--- config.mk ---
export PLATFORM = sky130hd
export DESIGN_NAME = uart_tx_arb
export DESIGN_NICKNAME = d
export VERILOG_FILES = /design/src/rtl/uart_tx_arb.sv
export SDC_FILE = /design/constraint.sdc
export NUM_CORES = 1
export LEC_CHECK = 0
export CAP_MARGIN = 25
export CELL_PAD_IN_SITES_DETAIL_PLACEMENT = 0
export CELL_PAD_IN_SITES_GLOBAL_PLACEMENT = 2
export CORE_ASPECT_RATIO = 0.5
export CORE_MARGIN = 2
export CORE_UTILIZATION = 30
export CTS_BUF_LIST = sky130_fd_sc_hd__clkbuf_4
export DETAILED_ROUTE_END_ITERATION = 6
export PLACE_DENSITY_LB_ADDON = 0.12
export RECOVER_POWER = 25
export SETUP_SLACK_MARGIN = 0.15
export SLEW_MARGIN = 20
export SYNTH_ARGS = -nofsm -noshare
export SYNTH_HDL_FRONTEND = slang
export SYNTH_SLANG_ARGS = --single-unit
--- constraint.sdc ---
create_clock -name clk -period 3.35 [get_ports clk]
set_clock_uncertainty 0.2 [all_clocks]
set_input_delay 0.5025 -clock clk [delete_from_list [all_inputs] [get_ports clk]]
set_output_delay 0.5025 -clock clk [all_outputs]
set_load 0.005 [all_outputs]
--- src/rtl/uart_tx_arb.sv ---
// Shares one UART transmitter between the trace stream and the status stream.
// Ownership changes only at frame boundaries; ties are round-robin and a stalled owner is timed out.
module uart_tx_arb #(
  parameter int TIMEOUT = 1024,
  parameter int CNTW    = 16
) (
  input  logic            clk,
  input  logic            rst,
  input  logic            t_valid,
  input  logic [7:0]      t_data,
  input  logic            t_last,
  output logic            t_ack,
  input  logic            s_valid,
  input  logic [7:0]      s_data,
  input  logic            s_last,
  output logic            s_ack,
  output logic            transmit,
  output logic [7:0]      tx_byte,
  input  logic            tx_free,
  output logic [1:0]      grant,
  output logic [CNTW-1:0] abort_cnt
);

  // state   | meaning
  // IDLE    | no owner; arbitrate when the uart is free and a source is valid
  // XFER    | owner holds the uart; send its next byte or count a stall
  // WAIT_LO | byte handed off; wait for the uart to show busy (bounded)
  // WAIT_HI | wait for the uart to go idle; release on the frame's last byte
  typedef enum logic [1:0] {IDLE, XFER, WAIT_LO, WAIT_HI} state_e;

  localparam int         TW      = $clog2(TIMEOUT + 1);
  localparam logic [1:0] G_NONE  = 2'b00;
  localparam logic [1:0] G_TRACE = 2'b01;
  localparam logic [1:0] G_STAT  = 2'b10;

  state_e          state_q;
  logic [1:0]      grant_q;
  logic            last_win_q;   // 1: status won the previous frame
  logic            last_q;
  logic [TW-1:0]   tmo_q;
  logic [2:0]      lo_cnt_q;
  logic            transmit_q;
  logic            t_ack_q;
  logic            s_ack_q;
  logic [7:0]      tx_byte_q;
  logic [CNTW-1:0] abort_q;

  logic       o_valid;
  logic       o_last;
  logic [7:0] o_data;
  logic       pick_s_d;

  assign o_valid  = grant_q[1] ? s_valid : t_valid;
  assign o_last   = grant_q[1] ? s_last  : t_last;
  assign o_data   = grant_q[1] ? s_data  : t_data;
  assign pick_s_d = s_valid && (!t_valid || !last_win_q);

  always_ff @(posedge clk) begin
    if (!rst) begin
      state_q    <= IDLE;
      grant_q    <= G_NONE;
      last_win_q <= 1'b1;
      last_q     <= 1'b0;
      tmo_q      <= '0;
      lo_cnt_q   <= '0;
      transmit_q <= 1'b0;
      t_ack_q    <= 1'b0;
      s_ack_q    <= 1'b0;
      tx_byte_q  <= '0;
      abort_q    <= '0;
    end else begin
      transmit_q <= 1'b0;
      t_ack_q    <= 1'b0;
      s_ack_q    <= 1'b0;
      unique case (state_q)
        IDLE: begin
          if (tx_free && (t_valid || s_valid)) begin
            grant_q <= pick_s_d ? G_STAT : G_TRACE;
            tmo_q   <= '0;
            state_q <= XFER;
          end
        end
        XFER: begin
          if (o_valid && tx_free) begin
            transmit_q <= 1'b1;
            tx_byte_q  <= o_data;
            t_ack_q    <= grant_q[0];
            s_ack_q    <= grant_q[1];
            last_q     <= o_last;
            tmo_q      <= '0;
            lo_cnt_q   <= '0;
            state_q    <= WAIT_LO;
          end else if (!o_valid) begin
            // a valid owner blocked only by a busy uart is not stalling
            if (tmo_q == TW'(TIMEOUT - 1)) begin
              grant_q    <= G_NONE;
              last_win_q <= grant_q[1];
              tmo_q      <= '0;
              if (abort_q != '1) abort_q <= abort_q + CNTW'(1);
              state_q    <= IDLE;
            end else begin
              tmo_q <= tmo_q + TW'(1);
            end
          end
        end
        WAIT_LO: begin
          if (!tx_free || lo_cnt_q == 3'd7) state_q <= WAIT_HI;
          else                               lo_cnt_q <= lo_cnt_q + 3'd1;
        end
        WAIT_HI: begin
          if (tx_free) begin
            if (last_q) begin
              last_win_q <= grant_q[1];
              grant_q    <= G_NONE;
              state_q    <= IDLE;
            end else begin
              state_q <= XFER;
            end
          end
        end
        default: state_q <= IDLE;
      endcase
    end
  end

  assign transmit  = transmit_q;
  assign tx_byte   = tx_byte_q;
  assign t_ack     = t_ack_q;
  assign s_ack     = s_ack_q;
  assign grant     = grant_q;
  assign abort_cnt = abort_q;

endmodule

==> impl_metrics.yaml <==
outcome:
  status: "complete, no violations"
timing:
  finalMaxSlewViolations: 0
  worst-slew-pin-transition_ns: 0.844
  fin_crit_sh_pct: 83.6
  rsz0062_at_grt: "false"
  max_freq_mhz: 357
  fin_crit_ns: 2.80
  relSlewSlack_pct: 43.7
  tns_ns: 0
  setup_viol: 0
  hold_viol: 0
place:
  gp_congestion: 0.762
  portBuffers: 51
  dp_hpwl_microns: 3910
  place_inst: 405
clock_tree:
  cts_hold_buffers: 0
  cts_tree: "built"
  cts_buffers: 5
  ctsResizeCount: 0
  path_clk_slew_ns: 0.16
  htreeDepth: 2
  cts_setup_buffers: 0
  ctsRootBufferMaster: "clkbuf_4"
  worstSkewPairLatency_ns: 0.39
  clk_path_buf_depth: 2
  clock_sinks: 47
logic_synthesis:
  yosysTopAreaCell: "dfxtp_1"
  synth_nets: 287
  yosys.area.top_type_share_pct: 42.2
  synth_area_leaders: "dfxtp_1, nor2_1, mux2i_1, a211oi_1, xnor2_1"
  syn_area_sq_mm: 0.00223
  syn_area_per_cell_sq_um: 8.57
  synth_edf_count: 0
  yosysSeqAreaShare_pct: 42.2
  ys.warnings.count: 0
  synth_seq_cells: 47
  ys.flop_type: "dfxtp_1"
  ys_async_sr_fraction_pct: 0
  netlist_instances: 260
  synth_cell_types: 40
cells_and_area:
  final_cells: 414
  area_delta_synth_final_pct: 33.6
  nNetsFinal: 343
  drive_above_1_share_pct: 6.62
  final_cell_mix: "clkdlybuf4s50_1, dfxtp_1, nor2_1, nand2_1, o21ai_0"
  fillCellCount: 787
  layout_commonest_cell: "clkdlybuf4s50_1"
  fin_util_pct: 41.0
grt:
  grt_antenna_before_repair: 1
  grt-ovfl-total: 0
  grt_pass1_wl_microns: 9160
  grtUsageTotal_pct: 14.1
  grt_pass1_vias: 1890
  grt_max_degree: 21
pwr:
  p_clk_share_pct: 38.6
  p_int_w: 0.000862
  ir_drop_uv: 148
  p_seq_share_pct: 51.2
  sw_frac_of_total_pct: 24.0
  power.switching_w: 0.000273
  power_density_mw_per_mm2: 381
  p_leak_nw: 1.00
  comb_power_share_pct: 10.2
critical_path:
  r2r-start: "grant[1]$_SDFFE_PN0P_"
  cp_max_fo: 15
  cp-startpoint: "rst"
  endpoint_kind: "flip-flop"
  critPathSlowestCell: "clkbuf_1"
  crit_type: "input pin to flip-flop"
  crit_buf_inv: 4
  r2r_end: "abort_cnt[13]$_SDFFE_PN0P_"
  path_depth: 7
  crit_family: "buffers and inverters"
  reg2reg_slack_ns: 0.78
  cpPeakStageDelay_ns: 0.61
  critical_path.cell_chain: "dlygate4sd3_1 -> clkbuf_1 -> clkinv_1 -> a21oi_1 -> o21ai_1 -> buf_4 -> nor2_1"
  startpoint_type: "input pin"
  crit_required_ns: 3.46
  worstSetupEndpoint: "tmo_q[5]$_SDFFE_PN0P_"
  reg2reg_depth: 5
  cp.arrival_ns: 2.92
hold_path:
  hp-class: "flip-flop to flip-flop"
  hp-start: "lo_cnt_q[0]$_SDFFE_PN0P_"
floorplanning:
  die-area_sq_mm: 0.00817
  rows: 22
  io_pins: 52
  design.core.area_sq_mm: 0.00727
  die_h_microns: 64.9
  die_w_microns: 126
  start_util_pct: 30.7
route:
  routed_wl_microns: 5490
  wl_per_cell_microns: 13.3
  num_vias: 2048
  via_per_inst: 4.95
  first_pass_iters: 4
  drt_iter0_drc: 109
  antenna_left: 0
  drc: 0
flow_run:
  maxCapViolations: 0
worst reg2reg max path, stage by stage, from the launching register on:
cell and delay (ns):
dfxtp_1 0.37, mux2_1 0.44, or3_4 0.49, or4_4 0.56, or3_1 0.31, a21oi_1 0.13
final cells by class:
| class | instances | area (sq um) | area share, % |
|---|---|---|---|
| clock buffers | 5 | 37.5 | 1.26 |
| clock inverters | 3 | 67.6 | 2.27 |
| inverters | 10 | 37.5 | 1.26 |
| repair buffers | 60 | 567 | 19.0 |
| diodes | 1 | 2.50 | 0.0840 |
| flip-flops and latches | 47 | 941 | 31.6 |
| multi-input cells | 192 | 1200 | 40.5 |
| well taps | 96 | 120 | 4.03 |
sequential cells by signal, indices dropped and copies added (netlist names), 2 cells and up, named ones only:
signal,flops
grant,2
tmo_q,11
abort_cnt,16
tx_byte,8
lo_cnt_q,3
routing by layer:
layer / GRT usage [%] / part of all wire (%)
met3: 5.62 / 7.3
met1: 19.0 / 53
met2: 20.6 / 39
met5: 0 / 0
met4: 4.26 / 1.0
how the worst min path moves through the flow:
stage	end	slack, ns	cells past startpoint
after floorplan	lo_cnt_q[0]$_SDFFE_PN0P_	0.26	2
after global placement	lo_cnt_q[0]$_SDFFE_PN0P_	0.28	2
after detailed placement	lo_cnt_q[0]$_SDFFE_PN0P_	0.28	2
after CTS	lo_cnt_q[0]$_SDFFE_PN0P_	0.30	2
after global routing	tx_byte[1]$_SDFFE_PN0P_	0.33	2
final	lo_cnt_q[0]$_SDFFE_PN0P_	0.30	2
metrics by stage:
stage / instance area, sq um / total power [W] / worst slack [ns] / hold WS (ns)
final: 2980 / 0.00114 / 0.548 / 0.298
after global routing: 2980 / 0.00119 / 0.325 / 0.331
after CTS: 2990 / 0.00116 / 0.733 / 0.305
after detailed placement: 2890 / 0.000713 / 0.317 / 0.284
after global placement: 2890 / 0.000712 / 0.347 / 0.276
after floorplan: 2230 / 0.000651 / 0.946 / 0.256
cells in the mapped netlist, types with 2 or more instances:
| master | number |
|---|---|
| and4_1 | 5 |
| inv_1 | 9 |
| a211oi_1 | 11 |
| nand3_1 | 9 |
| nand2_1 | 20 |
| and3_1 | 6 |
| nor2_1 | 31 |
| a31o_2 | 3 |
| nor2b_1 | 2 |
| o21ai_0 | 12 |
| ha_1 | 4 |
| nor3_1 | 5 |
| o31ai_1 | 2 |
| xor2_1 | 7 |
| or3_1 | 2 |
| o22ai_1 | 4 |
| nand2b_1 | 2 |
| or2_2 | 2 |
| clkbuf_1 | 10 |
| a21oi_1 | 7 |
| dfxtp_1 | 47 |
| and2_1 | 5 |
| xnor2_1 | 9 |
| mux2i_1 | 11 |
| nand4_1 | 11 |
| nor4_1 | 10 |
power groups by stage:
| stage | registers (W) | logic (W) | clock network [W] |
|---|---|---|---|
| floorplan | 0.000591 | 0.0000602 | 0 |
| global placement | 0.000592 | 0.000120 | 0 |
| detailed placement | 0.000593 | 0.000120 | 0 |
| CTS | 0.000581 | 0.000121 | 0.000456 |
| global route | 0.000583 | 0.000128 | 0.000480 |
| finish | 0.000581 | 0.000116 | 0.000438 |
kinds of logic after synthesis:
kind of cell | share of synthesized area, %
compound gates | 13.8
xor+xnor | 6.29
fa+ha+maj | 2.25
buf+inv | 3.54
flops | 42.2
mux | 5.61
simple gates | 26.3
No activity file was read; power rests on OpenSTA's default activity.
